$ cat src/rtl/page_pkg.sv
// Shared types and helpers for the page stream bridge.
package page_pkg;

   localparam int PAGE_PAYLOAD_BITS = 32;

   typedef enum logic [1:0] {
      IDLE  = 2'd0,
      RUN   = 2'd1,
      DRAIN = 2'd2
   } page_state_t;

   function automatic int page_clog2(input int n);
      int r;
      r = 0;
      while ((1 << r) < n) r++;
      return r;
   endfunction

endpackage

$ cat src/rtl/page_hs_fifo.sv
// Per-channel vld/ack skid FIFO with a registered accept and a registered head word.
module page_hs_fifo #(
   parameter int W          = 32,
   parameter int DEPTH_LOG2 = 2
) (
   input  logic         clk,
   input  logic         reset,
   input  logic [W-1:0] in_data,
   input  logic         in_vld,
   output logic         in_ack,
   output logic [W-1:0] out_data,
   output logic         out_vld,
   input  logic         out_ack
);

   localparam int DEPTH = 1 << DEPTH_LOG2;
   localparam logic [DEPTH_LOG2:0] FULL_CNT = (DEPTH_LOG2+1)'(DEPTH);

   logic [W-1:0]            mem_q [DEPTH];
   logic [DEPTH_LOG2-1:0]   wr_ptr_q, wr_ptr_d;
   logic [DEPTH_LOG2-1:0]   rd_ptr_q, rd_ptr_d;
   logic [DEPTH_LOG2:0]     cnt_q, cnt_d;
   logic                    ack_q, ack_d;
   logic [W-1:0]            dout_q, dout_d;
   logic                    push, pop;

   assign push     = in_vld && ack_q;
   assign pop      = out_vld && out_ack;
   assign in_ack   = ack_q;
   assign out_vld  = (cnt_q != '0);
   assign out_data = dout_q;

   // Next pointers/occupancy; head word is looked up ahead so it is registered on output.
   // When the new head is the slot being written this cycle, take it straight from the input.
   always_comb begin
      wr_ptr_d = wr_ptr_q;
      rd_ptr_d = rd_ptr_q;
      cnt_d    = cnt_q;
      dout_d   = dout_q;
      if (push) wr_ptr_d = wr_ptr_q + 1'b1;
      if (pop)  rd_ptr_d = rd_ptr_q + 1'b1;
      if (push && !pop)      cnt_d = cnt_q + 1'b1;
      else if (pop && !push) cnt_d = cnt_q - 1'b1;
      ack_d = (cnt_d != FULL_CNT);
      if (cnt_d != '0) begin
         if (push && (wr_ptr_q == rd_ptr_d)) dout_d = in_data;
         else                                 dout_d = mem_q[rd_ptr_d];
      end
   end

   // Storage array; stale contents are harmless once pointers are reset.
   always_ff @(posedge clk) begin
      if (push) mem_q[wr_ptr_q] <= in_data;
   end

   // Control state and output register.
   always_ff @(posedge clk) begin
      if (reset) begin
         wr_ptr_q <= '0;
         rd_ptr_q <= '0;
         cnt_q    <= '0;
         ack_q    <= 1'b0;
         dout_q   <= '0;
      end else begin
         wr_ptr_q <= wr_ptr_d;
         rd_ptr_q <= rd_ptr_d;
         cnt_q    <= cnt_d;
         ack_q    <= ack_d;
         dout_q   <= dout_d;
      end
   end

endmodule

$ cat src/rtl/page_stream_bridge.sv
// Page shell: per-stream skid FIFOs plus kernel start/drain sequencing.
//  state | meaning
//  IDLE  | waiting for ap_start, kernel not started
//  RUN   | kern_start high, counting kern_done pulses
//  DRAIN | kernel finished, waiting for output FIFOs and kernel outputs to go quiet
module page_stream_bridge
   import page_pkg::*;
#(
   parameter int PAYLOAD_BITS    = PAGE_PAYLOAD_BITS,
   parameter int NUM_IN_PORTS    = 1,
   parameter int NUM_OUT_PORTS   = 1,
   parameter int FIFO_DEPTH_LOG2 = 2,
   parameter int CNT_BITS        = 16,
   parameter int AUTO_RESTART    = 1
) (
   input  logic                                    clk,
   input  logic                                    reset,
   input  logic                                    ap_start,
   input  logic [NUM_IN_PORTS*PAYLOAD_BITS-1:0]    if_dout,
   input  logic [NUM_IN_PORTS-1:0]                 if_vld,
   output logic [NUM_IN_PORTS-1:0]                 if_ack,
   output logic [NUM_IN_PORTS*PAYLOAD_BITS-1:0]    kin_data,
   output logic [NUM_IN_PORTS-1:0]                 kin_vld,
   input  logic [NUM_IN_PORTS-1:0]                 kin_ack,
   input  logic [NUM_OUT_PORTS*PAYLOAD_BITS-1:0]   kout_data,
   input  logic [NUM_OUT_PORTS-1:0]                kout_vld,
   output logic [NUM_OUT_PORTS-1:0]                kout_ack,
   output logic [NUM_OUT_PORTS*PAYLOAD_BITS-1:0]   if_din,
   output logic [NUM_OUT_PORTS-1:0]                if_out_vld,
   input  logic [NUM_OUT_PORTS-1:0]                if_out_ack,
   output logic                                    kern_start,
   input  logic                                    kern_done,
   output logic                                    busy,
   output logic [CNT_BITS-1:0]                     run_count
);

   page_state_t         state_q, state_d;
   logic [CNT_BITS-1:0] run_count_q, run_count_d;
   logic                out_idle;

   for (genvar i = 0; i < NUM_IN_PORTS; i++) begin : g_in
      page_hs_fifo #(.W(PAYLOAD_BITS), .DEPTH_LOG2(FIFO_DEPTH_LOG2)) u_fifo (
         .clk      (clk),
         .reset    (reset),
         .in_data  (if_dout[i*PAYLOAD_BITS +: PAYLOAD_BITS]),
         .in_vld   (if_vld[i]),
         .in_ack   (if_ack[i]),
         .out_data (kin_data[i*PAYLOAD_BITS +: PAYLOAD_BITS]),
         .out_vld  (kin_vld[i]),
         .out_ack  (kin_ack[i])
      );
   end

   for (genvar i = 0; i < NUM_OUT_PORTS; i++) begin : g_out
      page_hs_fifo #(.W(PAYLOAD_BITS), .DEPTH_LOG2(FIFO_DEPTH_LOG2)) u_fifo (
         .clk      (clk),
         .reset    (reset),
         .in_data  (kout_data[i*PAYLOAD_BITS +: PAYLOAD_BITS]),
         .in_vld   (kout_vld[i]),
         .in_ack   (kout_ack[i]),
         .out_data (if_din[i*PAYLOAD_BITS +: PAYLOAD_BITS]),
         .out_vld  (if_out_vld[i]),
         .out_ack  (if_out_ack[i])
      );
   end

   assign out_idle   = (if_out_vld == '0) && (kout_vld == '0);
   assign kern_start = (state_q == RUN);
   assign busy       = (state_q != IDLE);
   assign run_count  = run_count_q;

   // Sequencing; dropping ap_start mid-run only suppresses the restart.
   always_comb begin
      state_d     = state_q;
      run_count_d = run_count_q;
      case (state_q)
         IDLE:  if (ap_start) state_d = RUN;
         RUN: begin
            if (kern_done) begin
               if (run_count_q != '1) run_count_d = run_count_q + 1'b1;
               if (!((AUTO_RESTART != 0) && ap_start)) state_d = DRAIN;
            end
         end
         DRAIN: if (out_idle) state_d = IDLE;
         default: state_d = IDLE;
      endcase
   end

   // FSM and run counter registers.
   always_ff @(posedge clk) begin
      if (reset) begin
         state_q     <= IDLE;
         run_count_q <= '0;
      end else begin
         state_q     <= state_d;
         run_count_q <= run_count_d;
      end
   end

endmodule

$ cat config.mk
export PLATFORM = sky130hd
export DESIGN_NAME = page_stream_bridge
export DESIGN_NICKNAME = d
export VERILOG_FILES = /design/src/rtl/page_pkg.sv /design/src/rtl/page_hs_fifo.sv /design/src/rtl/page_stream_bridge.sv
export SDC_FILE = /design/constraint.sdc
export NUM_CORES = 1
export LEC_CHECK = 0
export CORE_ASPECT_RATIO = 1.75
export CORE_MARGIN = 2
export CORE_UTILIZATION = 41
export DETAILED_ROUTE_END_ITERATION = 6
export SLEW_MARGIN = 25
export SYNTH_ARGS = -nofsm -noshare
export SYNTH_HDL_FRONTEND = slang
export SYNTH_HIERARCHICAL = 1
export SYNTH_SLANG_ARGS = --single-unit
$ cat constraint.sdc
create_clock -name clk -period 3.3 [get_ports clk]
set_clock_uncertainty 0.1 [all_clocks]
set_input_delay 0.33 -clock clk [delete_from_list [all_inputs] [get_ports clk]]
set_output_delay 0.33 -clock clk [all_outputs]
set_load 0.02 [all_outputs]
==> results.py <==
metrics = {
    "route": {
        "dr.pass1.iters": 4,
        "wirelength_mm": 39.8,
        "routed-via-count": 10300,
        "wl_per_cell_um": 22.4,
        "drtAntennaViolNets": 0,
        "drc": 0,
        "drt_iter0_markers": 605,
        "vias_per_cell": 5.80,
    },
    "synthesis": {
        "synth_top_area_cell": "edfxtp_1",
        "synth_area_um2": 16500,
        "syn_area_per_cell_um2": 15.0,
        "synth_seq_cells": 354,
        "synth_nets": 1189,
        "ys_seq_area_frac": 0.583,
        "synth_edf_count": 256,
        "yosys_warnings": 6,
        "async_reset_ff_frac": 0,
        "yosysUniqueCellTypes": 53,
        "ys.flop_type": "edfxtp_1",
        "synth.area.top_cells": "edfxtp_1 (46%), mux4_2 (17%), dfxtp_1 (12%)",
        "synth.top_cell.area_share": 0.465,
        "syn_inst": 1102,
    },
    "floorplanning": {
        "initial_core_util": 0.414,
        "core_area_um2": 39900,
        "rows": 97,
        "dieArea_um2": 42000,
        "io_pins": 158,
        "die_y_um": 270,
        "die_x_um": 156,
    },
    "sta": {
        "finalCritPeriodShare": 0.860,
        "fin_tns_setup_ps": 0,
        "post-route-min-period_ps": 2840,
        "report.final.setup_viol": 0,
        "tightest_slew_ps": 873,
        "rsz0062_at_grt": "no",
        "hold_viol": 0,
        "slew_violations": 0,
        "max_freq_mhz": 352,
        "max_slew_margin": 0.413,
    },
    "grt": {
        "grt_usage": 0.190,
        "grt.busiest_layer": "met2",
        "globalRouteMet1Util": 0.204,
        "grt_use_met2": 0.373,
        "grt-ovfl-total": 0,
        "grt_pass1_wl_mm": 61.6,
        "grt_max_degree": 66,
        "grtUsageMet3": 0.0271,
        "grt_antenna_before_repair": 3,
        "grt_pass1_vias": 10900,
    },
    "worst_hold_path": {
        "hold_start": "reset",
        "whs_endpoint": "g_in[0].u_fifo/out_data[27]",
        "hold_path.class": "in2reg",
        "holdPathStages": 2,
    },
    "cts": {
        "cts_sinks": 354,
        "cts_buffer_depth": 3,
        "cts_tree": "yes",
        "htree_levels": 2,
        "postCtsHoldBufs": 0,
        "cts_setup_buffers": 0,
        "numCtsBuffers": 36,
        "clock-root-buffer": "clkbuf_16",
        "clk_pin_slew_ps": 60,
        "cts_resized": 0,
        "clock_latency_ps": 520,
    },
    "placed_design": {
        "place.gp.congestion": 0.747,
        "dp_hpwl_mm": 25.1,
        "dp_cells": 1713,
        "portBuffers": 157,
    },
    "critical_path": {
        "reg2reg_slack_ps": 460,
        "reg2reg_to": "g_in[0].u_fifo/out_data[27]",
        "crit_type": "reg2reg",
        "cp_data_arrival_time_ps": 3110,
        "critPathMaxFanout": 8,
        "end_kind": "register",
        "reg2regPathDepth": 10,
        "crit_required_ps": 3570,
        "cp-start-kind": "register",
        "r2r_start": "g_in[0].u_fifo/cnt_q[0]",
    },
    "cells_and_area": {
        "area_growth_pct": 21.6,
        "nNetsFinal": 1343,
        "drive_above_1_share": 0.248,
        "final_cell_mix": "edfxtp_1 (256), clkdlybuf4s50_1 (156), mux4_2 (128), dfxtp_1 (95), a21oi_1 (89)",
        "instances_no_fill": 1780,
        "layout_commonest_cell": "edfxtp_1",
    },
    "power_and_ir_drop": {
        "leakage_nw": 6.59,
        "power.density_nw_per_um2": 776,
        "vdd_ir_drop_max_uv": 426,
    },
    "run_status": {
        "outcome": "finished clean",
    },
    "flow_run": {
        "drv_cap": 0,
    },
}
[area by class of cell]
type                            instances  area (um2)
Sequential cell                       354        9660
Clock inverter                         15         205
Tap cell                              495         619
Inverter                               21        78.8
Timing Repair Buffer                  195        2020
Antenna cell                            3        7.51
Multi-Input combinational cell        648        6550
Clock buffer                           49         991
Fill cell                            3376       19800
[worst max-delay path, cell delays in order, from the launching register on]
cell      delay [ps]
dfxtp_1          350
inv_1            110
ha_1             160
nor2b_2          280
inv_2            110
nand2_2          270
buf_4            270
mux4_2           520
mux2_2           270
o211ai_1         160
a21oi_1           80
[Yosys cell counts, types with 4 or more instances]
cell type,instances
mux2_2,65
nand3_1,11
nor3_1,10
o211ai_1,64
nand4_1,5
o31ai_1,8
mux4_2,128
inv_1,17
and3_1,10
clkbuf_1,52
buf_4,8
o21ai_1,4
edfxtp_1,256
ha_1,15
o21bai_1,64
nand2_1,90
nor2_1,16
dfxtp_1,98
buf_1,6
buf_2,12
xnor2_1,4
or2_2,4
a21oi_1,89
inv_2,4
or4_1,7
[kinds of logic after synthesis]
kind of cell               synth area share
xor gates and xnor gates            0.00318
AOI/OAI and AO/OA                     0.104
DFF                                   0.583
and+or+nand+nor                      0.0539
buffers and inverters                0.0259
muxes                                 0.219
adders and majority gates            0.0113
[worst max path at each step]
stage / depth (start not counted) / to / start
finish: 10 / g_in[0].u_fifo/out_data[27] / g_in[0].u_fifo/cnt_q[0]
global route: 10 / g_in[0].u_fifo/out_data[27] / g_in[0].u_fifo/cnt_q[0]
CTS: 10 / g_in[0].u_fifo/out_data[27] / g_in[0].u_fifo/cnt_q[0]
detailed placement: 8 / g_out[0].u_fifo/out_data[24] / kout_vld
global placement: 8 / g_out[0].u_fifo/out_data[1] / kout_vld
floorplan: 10 / g_out[0].u_fifo/out_data[12] / g_out[0].u_fifo/cnt_q[0]
[power breakdown]
group	switching [mW]	total (mW)	internal, mW
Clock	1.67	4.17	2.50
Sequential	0.334	5.60	5.27
Combinational	3.02	5.85	2.83
[flip-flops by register name, summed over array words and instances, names as in the netlist, 3 cells and up]
name                   count
g_in.u_fifo/cnt_q          3
g_out.u_fifo/mem_q       128
g_out.u_fifo/out_data     32
run_count                 16
g_in.u_fifo/mem_q        128
g_out.u_fifo/cnt_q         3
g_in.u_fifo/out_data      32
[layer usage]
metal  part of all wire  routed length [um]
met5                  0                   0
met4              0.028                1120
met3              0.042                1680
met2               0.57               22900
met1               0.36               14200
[stage by stage]
step	worst slack [ps]	util	hold slack (ps)	total power [mW]	instance area, um2
global placement	387	0.474	342	11.5	18900
global route	215	0.504	254	16.5	20100
floorplan	696	-	329	9.46	16500
CTS	402	0.504	229	15.9	20100
detailed placement	356	0.474	345	11.6	18900
finish	462	0.504	254	15.6	20100
(Power assumes the default switching activity.)
==> edit 1 (same settings) <==
The parameter `AUTO_RESTART` goes from 1 to 0.
--- a/src/rtl/page_stream_bridge.sv
+++ b/src/rtl/page_stream_bridge.sv
@@ -13,3 +13,3 @@
    parameter int CNT_BITS        = 16,
-   parameter int AUTO_RESTART    = 1
+   parameter int AUTO_RESTART    = 0
 ) (
Formal check against the unedited RTL: not equivalent (a bounded check fails within 4 cycles, from zero or initial values and one cycle with reset high).
==> edit 1 against the unedited design <==
- final area is 0.27% higher
- first-iteration DRC count shrank 9.8%
- area after synthesis up 0.50%
- routed wire length up 2.8%
- setup slack lost 0.0051 ns
- highest routed layer unchanged
- sequential cell count unchanged
- largest power group unchanged
- power is essentially flat
==> edit 1: results (changes against the unedited design) <==
DR pass1 iterations: 5 (+1)
Critical Path End: g_out[0].u_fifo/out_data[21]$_SDFFE_PP0P_
Filler cells: 3408 (+0.95%)
Setup Buffers After CTS: 0 (unchanged)
pre-CTS WS: 0.398 ns (+0.0417 ns)
Hold EP: state_q[1]$_SDFFE_PP0P_
WP data arrival: 3.12 ns (about the same)
Placed Instance Area: 0.0190 mm^2 (+0.45%)
post-DR wirelength/cell: 23.0 um (+2.9%)
final hold slack: 0.198 ns (-0.0561 ns)
Slew HR: 48.8% (+7.5 points)
Root Driver: clkbuf_16
Crit path max-delay family: multiplexers
Post-CTS Resized: 0 (unchanged)
maximum vdd drop: 0.000466 V (+9.3%)
top post-synthesis cells by count: 256 x edfxtp_1, 128 x mux4_2, 98 x dfxtp_1
f_max: 0.352 GHz (-0.18%)
NumNets Final: 1339 (-0.30%)
top post-synthesis cells by area: edfxtp_1 46%, mux4_2 17%, dfxtp_1 12%
initial drt markers: 546 (-9.8%)
global-route wire length before repair: 63900 um (+3.7%)
vias in the first global route: 11076 (+1.6%)
Cell Count Post-Placement: 1708 (-0.29%)
CP peak stage delay: 0.50 ns (-0.02 ns)
Final GP Congestion: 0.753 (+0.76%)
Worst Hold Depth: 2 (unchanged)
Post-synth ARST share: 0% (unchanged)
Leak: 6.73 nW (+2.1%)
Top FF cell, synth: edfxtp_1
status: completed
antenna violations before repair: 2 (-1)
Distinct cells, synth: 62 (+17%)
register area share after synthesis: 58.0% (-0.29 points)
RR Startpoint: g_out[0].u_fifo/cnt_q[0]$_SDFF_PP0_
worst skew pair latency: 0.54 ns (+0.02 ns)
post-synth net total: 1181 (-0.67%)
Num CTS Buffers: 37 (+2.8%)
hold_sp: reset
share of layout cells above drive strength 1: 24.5% (-0.29 points)
vias post-DR: 10455 (+1.3%)
R2R depth: 10 (unchanged)
Final Hold Viols: 0 (unchanged)
Mapped Cells: 1094 (-0.73%)
vias per inst: 5.88 (+1.4%)
worst-path fanout max: 9 (+1)
gr usage total: 19.6% (+0.55 points)
Reg clk slew, reported paths: 0.06 ns (about the same)
dpl hpwl: 24800 um (-1.2%)
-- edit 1: area by class of cell --
class	instances	area [um^2]	area share, %
Sequential cell	354	9660	47.9
Multi-Input combinational cell	646	6610	32.8
Timing Repair Buffer	196	2050	10.2
Clock buffer	53	1010	4.99
Tap cell	495	619	3.07
Clock inverter	15	161	0.800
Inverter	17	63.8	0.316
Antenna cell	2	5.00	0.0248
-- edit 1: where the power goes --
part	switching [mW]	leakage [nW]	total (mW)	internal, mW
logic	3.10	3.04	6.00	2.89
clock network	1.75	0.558	4.06	2.31
registers	0.306	3.13	5.57	5.27
total	5.16	6.73	15.6	10.5
-- edit 1: kinds of logic after synthesis --
family | synth area share, %
adders and majority gates | 1.13
and+or+nand+nor | 5.70
buffers and inverters | 2.49
xor gates and xnor gates | 0.316
AOI/OAI and AO/OA | 10.5
muxes | 21.9
DFF | 58.0
-- edit 1: metal layers --
layer	global-route usage (%)	routed length (um)
met1	21.5	15400
met2	37.7	23000
met3	3.08	1640
met4	6.30	895
met5	0	0
==> edit 2 (same settings) <==
Made on the original files. Re-encode `page_state_t` (3 states) as one-hot, 3 bits wide.
--- a/src/rtl/page_pkg.sv
+++ b/src/rtl/page_pkg.sv
@@ -5,6 +5,6 @@
 
-   typedef enum logic [1:0] {
-      IDLE  = 2'd0,
-      RUN   = 2'd1,
-      DRAIN = 2'd2
+   typedef enum logic [2:0] {
+      IDLE  = 3'b001,
+      RUN   = 3'b010,
+      DRAIN = 3'b100
    } page_state_t;
Check against the original RTL: same outputs for any inputs over 4 cycles, from zero or initial values and one cycle with reset high; so few cycles prove little.
==> edit 2 against the unedited design <==
- area after synthesis is 0.31% higher
- sequential cell count up 1
- via count increased by 1.2%
- final area rose by 0.21%
- power rose by 0.85%
- setup slack worse by 0.010 ns
- non-clock buffer count grew 5
- routed wire length rose by 3.2%
==> edit 2: results (changes against the unedited design) <==
post-synth net total: 1192 (+0.25%)
Leak: 6.66 nW (+1.1%)
Area Overhead vs Synth: 21.5%
Hold EP: g_out[0].u_fifo/cnt_q[0]$_SDFF_PP0_
met1 wire length: 15400 um (+8.9%)
post-DR wirelength/cell: 23.0 um (+2.9%)
dpl hpwl: 25500 um (+1.4%)
vias in the first global route: 11256 (+3.2%)
Filler cells: 3453 (+2.3%)
top post-synthesis cells by count: 256 x edfxtp_1, 128 x mux4_2, 99 x dfxtp_1
register area share after synthesis: 58.2% (-0.060 points)
NumNets Final: 1351 (+0.60%)
Worst-Margin Slew: 0.608 ns (-0.265 ns)
Final GP Congestion: 0.783 (+4.8%)
top post-synthesis cells by area: edfxtp_1 46%, mux4_2 17%, dfxtp_1 12%
pre-CTS WS: 0.394 ns (+0.0382 ns)
met2 usage in global routing: 37.7% (+0.37 points)
PnR worst setup slack: 0.452 ns (-0.0102 ns)
ant diodes: 0 (-3)
final hold slack: 0.210 ns (-0.0446 ns)
worst-path fanout max: 19 (+11)
antenna violations before repair: 0 (-3)
initial drt markers: 573 (-5.3%)
Distinct cells, synth: 55 (+3.8%)
met2 WL: 22700 um (-0.56%)
gr usage total: 19.7% (+0.71 points)
Placed Instance Area: 0.0190 mm^2 (+0.18%)
met1 Usage GRT: 21.9% (+1.5 points)
r2r endpoint: g_in[0].u_fifo/out_data[12]$_SDFFE_PP0P_
Yosys warning count: 6 (unchanged)
net switching power: 5.16 mW (+2.9%)
status: completed
vias per inst: 5.85 (+0.92%)
Met3 Wirelength: 1880 um (+12%)
post-synthesis xor/xnor area fraction: 0.317% (-0.00098 points)
Post-Synth Adder-Cell Area: 1.13% (-0.0035 points)
Cell Count Post-Placement: 1721 (+0.47%)
routed wire length: 41100 um (+3.2%)
## edit 2: layout make-up
| class | instances | area share, % |
|---|---|---|
| Sequential cell | 355 | 48.0 |
| Multi-Input combinational cell | 652 | 32.5 |
| Timing Repair Buffer | 200 | 10.1 |
| Clock buffer | 47 | 4.98 |
| Tap cell | 495 | 3.07 |
| Clock inverter | 17 | 1.02 |
| Inverter | 19 | 0.354 |
## edit 2: power by group through the flow
stage	clock, mW	combinational [mW]	sequential [mW]
final	4.22	5.94	5.59
after global routing	4.51	6.42	5.65
after CTS	4.34	6.03	5.60
after detailed placement	0	6.01	5.69
after global placement	0	5.93	5.67
after floorplan	0	3.57	5.90
## edit 2: logic make-up (layout without fill, tap and decap cells)
group           count (synthesis)  count (layout)
simple gates                  184             184
compound gates                251             251
flops                         355             355
mux                           196             196
xor+xnor                        6               6
fa+ha+maj                      15              15
buf+inv                        98             283
